`config.mk`:
```
export PLATFORM = sky130hd
export DESIGN_NAME = imem_responder
export DESIGN_NICKNAME = d
export VERILOG_FILES = /design/src/rtl/imem_responder.sv
export SDC_FILE = /design/constraint.sdc
export NUM_CORES = 1
export LEC_CHECK = 0
export ABC_AREA = 1
export CELL_PAD_IN_SITES_DETAIL_PLACEMENT = 0
export CELL_PAD_IN_SITES_GLOBAL_PLACEMENT = 1
export CORE_UTILIZATION = 25
export DETAILED_ROUTE_END_ITERATION = 10
export GPL_ROUTABILITY_DRIVEN = 0
export GPL_TIMING_DRIVEN = 0
export PLACE_DENSITY_LB_ADDON = 0.25
export SETUP_SLACK_MARGIN = 0.1
export SYNTH_ARGS = -nofsm -noshare
export SYNTH_HDL_FRONTEND = slang
export SYNTH_SLANG_ARGS = --single-unit
```
`constraint.sdc`:
```
create_clock -name clk -period 1.45 [get_ports clk]
set_input_delay 0.145 -clock clk [delete_from_list [all_inputs] [get_ports clk]]
set_output_delay 0.145 -clock clk [all_outputs]
set_load 0.05 [all_outputs]
```
`src/rtl/imem_responder.sv`:
```
// imem_responder
// Answers instruction fetches from the core with a registered 32-bit word
// and a one-cycle inst_valid strobe. Instruction data comes from a 64-bit
// backing memory over a req/ack handshake.
//
// Optional feature macro: IMEM_LINEBUF_EN
//   When defined, a one-line (8-byte) fetch buffer holds the last
//   doubleword returned by memory, so the other half can be served
//   without a new memory transaction.
//
// Ports:
//   clk        in   1   rising-edge clock
//   rst        in   1   synchronous active-high reset
//   inst_addr  in  64   fetch byte address (bits [1:0] ignored)
//   inst_ena   in   1   fetch request
//   inst       out 32   fetched instruction (registered, holds when idle)
//   inst_valid out  1   one-cycle response strobe
//   mem_req    out  1   backing-memory read request (registered)
//   mem_addr   out 64   doubleword-aligned read address
//   mem_ack    in   1   memory returns data this cycle
//   mem_rdata  in  64   memory read data, valid with mem_ack
module imem_responder (
  input  logic        clk,
  input  logic        rst,
  input  logic [63:0] inst_addr,
  input  logic        inst_ena,
  output logic [31:0] inst,
  output logic        inst_valid,
  output logic        mem_req,
  output logic [63:0] mem_addr,
  input  logic        mem_ack,
  input  logic [63:0] mem_rdata
);

  typedef enum logic {IDLE = 1'b0, REQ = 1'b1} state_t;

  state_t      state_q, state_d;
  logic [63:0] req_addr_q, req_addr_d;
  logic [31:0] inst_q, inst_d;
  logic        inst_valid_q, inst_valid_d;
  logic        mem_req_q, mem_req_d;
  logic [63:0] mem_addr_q, mem_addr_d;

  logic accept;
  logic buf_hit;
  logic [31:0] buf_word;

  // Little-endian word select within a doubleword.
  function automatic logic [31:0] sel_half(input logic [63:0] dw, input logic hi);
    return hi ? dw[63:32] : dw[31:0];
  endfunction

  // A new fetch is only taken while idle and not in the strobe cycle, which
  // guarantees inst_valid never stays high for two cycles.
  assign accept = (state_q == IDLE) && inst_ena && !inst_valid_q;

`ifdef IMEM_LINEBUF_EN
  logic        buf_valid_q, buf_valid_d;
  logic [60:0] buf_tag_q, buf_tag_d;
  logic [63:0] buf_data_q, buf_data_d;

  assign buf_hit  = buf_valid_q && (buf_tag_q == inst_addr[63:3]);
  assign buf_word = sel_half(buf_data_q, inst_addr[2]);

  always_comb begin
    buf_valid_d = buf_valid_q;
    buf_tag_d   = buf_tag_q;
    buf_data_d  = buf_data_q;
    // Only a completed handshake fills the line; reset abandons it.
    if (state_q == REQ && mem_ack) begin
      buf_valid_d = 1'b1;
      buf_tag_d   = req_addr_q[63:3];
      buf_data_d  = mem_rdata;
    end
  end

  always_ff @(posedge clk) begin
    if (rst) begin
      buf_valid_q <= 1'b0;
    end else begin
      buf_valid_q <= buf_valid_d;
    end
    buf_tag_q  <= buf_tag_d;
    buf_data_q <= buf_data_d;
  end
`else
  assign buf_hit  = 1'b0;
  assign buf_word = 32'h0;
`endif

  always_comb begin
    state_d      = state_q;
    req_addr_d   = req_addr_q;
    inst_d       = inst_q;
    inst_valid_d = 1'b0;
    mem_req_d    = mem_req_q;
    mem_addr_d   = mem_addr_q;
    case (state_q)
      IDLE: begin
        if (accept) begin
          req_addr_d = inst_addr;
          if (buf_hit) begin
            inst_d       = buf_word;
            inst_valid_d = 1'b1;
          end else begin
            mem_req_d  = 1'b1;
            mem_addr_d = {inst_addr[63:3], 3'b000};
            state_d    = REQ;
          end
        end
      end
      REQ: begin
        // Core-side inputs are ignored here; the transaction always
        // completes for the latched req_addr.
        if (mem_ack) begin
          inst_d       = sel_half(mem_rdata, req_addr_q[2]);
          inst_valid_d = 1'b1;
          mem_req_d    = 1'b0;
          state_d      = IDLE;
        end
      end
      default: state_d = IDLE;
    endcase
  end

  always_ff @(posedge clk) begin
    if (rst) begin
      state_q      <= IDLE;
      inst_q       <= 32'h0;
      inst_valid_q <= 1'b0;
      mem_req_q    <= 1'b0;
      mem_addr_q   <= 64'h0;
    end else begin
      state_q      <= state_d;
      inst_q       <= inst_d;
      inst_valid_q <= inst_valid_d;
      mem_req_q    <= mem_req_d;
      mem_addr_q   <= mem_addr_d;
    end
    req_addr_q <= req_addr_d;
  end

  assign inst       = inst_q;
  assign inst_valid = inst_valid_q;
  assign mem_req    = mem_req_q;
  assign mem_addr   = mem_addr_q;

endmodule

```
* Word level (Yosys, flattened, before mapping) *
Index checks and enable logic that the tools add are counted.
Widths: inputs -> output; s select.

word-level totals
  bits in registers = 99
  output and inout bits = 98
  logic and storage cells = 26

operators by class
  equality and inequality tests = 2
  multiplexer cells = 11
  bitwise gates (word level) = 1
  reduce and logical (&&, ||, !) cells = 6

operator list
  kind                count
  $mux 32             3
  $pmux 1 s2          3
  $reduce_and 2->1    3
  $mux 1              5
  $ne 2x2->1 const B  2
  $logic_and 1x1->1   2
  $logic_not 1->1     1
  $not 1->1           1

* Logic depth before layout (Yosys ltp) *
  word-level depth = 5
  mapped depth = 7

* Least setup slack after synthesis *
Ideal clock, no wire load.

  path type = reg2reg
  start = register inst_valid_q (netlist: inst_valid)
  end = register req_addr_q[2], enable pin
  arrival time = 1185 ps
  data required time = 1213 ps
  slack = 28 ps
  stages on the path, launching flop included = 6
  clock period less this slack = 1422 ps
  cells stage by stage = dfxtp_1 -> inv_1 -> nand3_2 -> buf_6 -> buf_6 -> inv_1

on the way
  word-level cells in the longest chain between the ends = 3

RTL lines
  element                     RTL line  RTL
  start: declaration          40        logic inst_valid_q, inst_valid_d;
  start signal: assignment    136       inst_valid_q <= inst_valid_d;
  $logic_not 1->1             55        assign accept = (state_q == IDLE) && inst_ena && !inst_valid_q;
  $logic_and 1x1->1           55
  $reduce_and 2->1 (no line)  n/a
  end signal: assignment      140       req_addr_q <= req_addr_d;
  end: declaration            38        logic [63:0] req_addr_q, req_addr_d;

Every way passes these cells.
A chain may end at the register's enable or synchronous reset.

* Worst setup path in the final report *
  start = register mem_addr_q[38] (netlist: mem_addr[38])
  end = output mem_addr[38]

RTL lines
  element                   RTL line  RTL
  start: declaration        42        logic [63:0] mem_addr_q, mem_addr_d;
  start signal: assignment  138       mem_addr_q <= mem_addr_d;
  end: declaration          30        output logic [63:0] mem_addr,

No word-level cell between the ends.

==> flow_summary.json <==
{
  "grt_use_total": 0.1553,
  "synth_area_mm2": 0.004180,
  "drc": 0,
  "syn_avg_cell_area_um2": 6.471,
  "path_class": "flip-flop to output port",
  "rows": 46,
  "yosys_warnings": 0,
  "rr_startpoint": "inst_valid",
  "grt_max_degree": 15,
  "cts_setup_buffers": 0,
  "nets": 1015,
  "hp-start": "inst_addr[2]",
  "yosysTopAreaCell": "dfxtp_1",
  "chipWidth_um": 131.3,
  "cts_root_buf": "clkbuf_16",
  "path_buf_inv": 1,
  "drive_above_1_share": 0.1669,
  "hold_class": "input pin to flip-flop",
  "slew_viol_final": 0,
  "grt_pass1_wl_um": 21270,
  "drt_iter0_drc": 125,
  "synth_seq_area_share": 0.4669,
  "hpwl_um": 9719,
  "ys_types": 19,
  "cts_sinks": 97,
  "mostFrequentLayoutCells": "nand2_1, clkdlybuf4s50_1, nor2_1",
  "wirelength_um": 12870,
  "p_leak_nw": 3.431,
  "synth_top_area_share": 0.4597,
  "drt-vias-per-instance": 3.886,
  "fin_util": 0.4250,
  "antenna_left": 0,
  "critPathCaptureType": "output port",
  "hold_violations": 0,
  "relSlewSlack": 0.6568,
  "startpoint_type": "flip-flop",
  "ctsHoldBuffers": 0,
  "cp_slowest_stage_delay_ns": 0.52,
  "cp.arrival_ns": 1.21,
  "die_area_mm2": 0.01724,
  "synthCells": 646,
  "grt_pass1_vias": 4158,
  "powerDensity_mw_per_mm2": 1086,
  "rsz0062_at_grt": "yes",
  "clkTransAtPathRegs_ns": 0.07,
  "wire_per_inst_um": 11.67,
  "core-area_mm2": 0.01612,
  "status": "completed",
  "max-vdd-ir-drop_uv": 553.9,
  "fp.dieH_um": 131.3,
  "worstSetupStartpoint": "mem_addr[38]",
  "numPortBuffers": 224,
  "cts_made_buffers": 9,
  "pin_count": 230,
  "htreeDepth": 3,
  "max_slew.worst_pin.slew_ns": 0.5169,
  "max_freq_mhz": 739.8,
  "fin_crit_ns": 1.352,
  "crit_family": "buffers and inverters",
  "max-cap-violations": 0,
  "setup_viol_count_final": 0,
  "synth-seq-cells": 97,
  "ys_top_cells_by_area": "dfxtp_1, nand2_1, nor2_1",
  "crit_chain": "clkdlybuf4s15_1",
  "routed.top_layer": "met4",
  "dr_wl_met3_um": 1220,
  "hold_slack_ns": 0.3733,
  "mostFrequentLayoutCell": "nand2_1",
  "crit_slowest_cell": "clkdlybuf4s15_1",
  "worstSkewPairLatency_ns": 0.34,
  "start_util": 0.2594,
  "overflow": 0,
  "dr_wl_met2_um": 5372,
  "cp_max_fo": 2,
  "met1_length_um": 6104,
  "skew_ns": 0.006134,
  "dr.pass1.iters": 4,
  "routed-via-count": 4286,
  "area_growth_pct": 63.84,
  "max-clock-path-buffers": 2,
  "fin_crit_sh": 0.9322,
  "critPathRequiredTime_ns": 1.31,
  "antenna_found_initial": 0,
  "cts_tree": "done",
  "antennaDiodeCount": 0
}
## cells by family (layout without fill, tap and decap cells)
logic type	count (synthesis)	after routing	share of synthesized area
other	1	3	0.0008971
AND/OR/NAND/NOR	440	440	0.4101
buffers and inverters	106	345	0.1197
flip-flops	97	97	0.4669
AO/OA/AOI/OAI	2	2	0.002395
## Yosys cell counts
library cell  number
nor2_4             1
nand2_1          280
inv_2              1
conb_1             1
nand2_2            1
nor2_1           122
buf_2             21
buf_6              7
buf_1              2
clkbuf_2           1
nand3_2            1
inv_1             66
buf_4              6
nand3_1           33
a21oi_1            2
clkbuf_1           2
dfxtp_1           96
or2_2              2
edfxtp_1           1
## state kept, by name, summed over array words and instances (netlist names)
signal      cells
inst           32
inst_valid      1
mem_addr       61
mem_req         1
req_addr_q      1
state_q         1
## metal layers
metal	GRT usage	vias to the layer above
met5	0	-
met4	0.05620	0
li1	-	2354
met2	0.2337	159
met1	0.2021	1761
met3	0.05710	12
## final timing paths
check	depth (start not counted)	slack [ns]	end
max	1	0.1	mem_addr[38]
min	1	0.37	req_addr_q[2]
max reg2reg	5	0.23	req_addr_q[2]
min reg2reg	2	0.46	mem_req
## per-stage QoR
| step | TNS [ns] | power [mW] | setup slack, ns | cells | area (µm²) |
|---|---|---|---|---|---|
| 5_1_grt | 0 | 7.850 | 0.05608 | 1103 | 6849 |
| 2_1_floorplan | 0 | 4.294 | 0.2064 | 648 | 4189 |
| 4_1_cts | 0 | 7.588 | 0.03974 | 1103 | 7054 |
| 3_5_place_dp | -2.996 | 5.192 | -0.1508 | 1088 | 6701 |
| 6_report | 0 | 7.435 | 0.09836 | 1103 | 6849 |
| 3_3_place_gp | -2.902 | 5.192 | -0.1463 | 1088 | 6701 |
## where the power goes
part	switching, mW	internal, mW	total, mW	leakage (nW)
combinational	1.28	0.745	2.03	2.49
clock	1.02	1.43	2.44	0.142
sequential	0.0965	2.87	2.97	0.800
total	2.40	5.04	7.44	3.43
## area by class of cell
class,instances,area [µm²]
Fill cell,1738,9266
Clock buffer,13,260.3
Sequential cell,97,1953
Clock inverter,2,37.54
Multi-Input combinational cell,445,1743
Buffer,39,251.5
Inverter,67,251.5
Timing Repair Buffer,224,2082
Tap cell,216,270.3
## repair_timing
item / in CTS / in global routing
cloned: 0 / 0
setup endpoints to repair: 95 / 68
gates resized for setup: 234 / 51
Note: power is estimated with default switching activity, not from simulation.
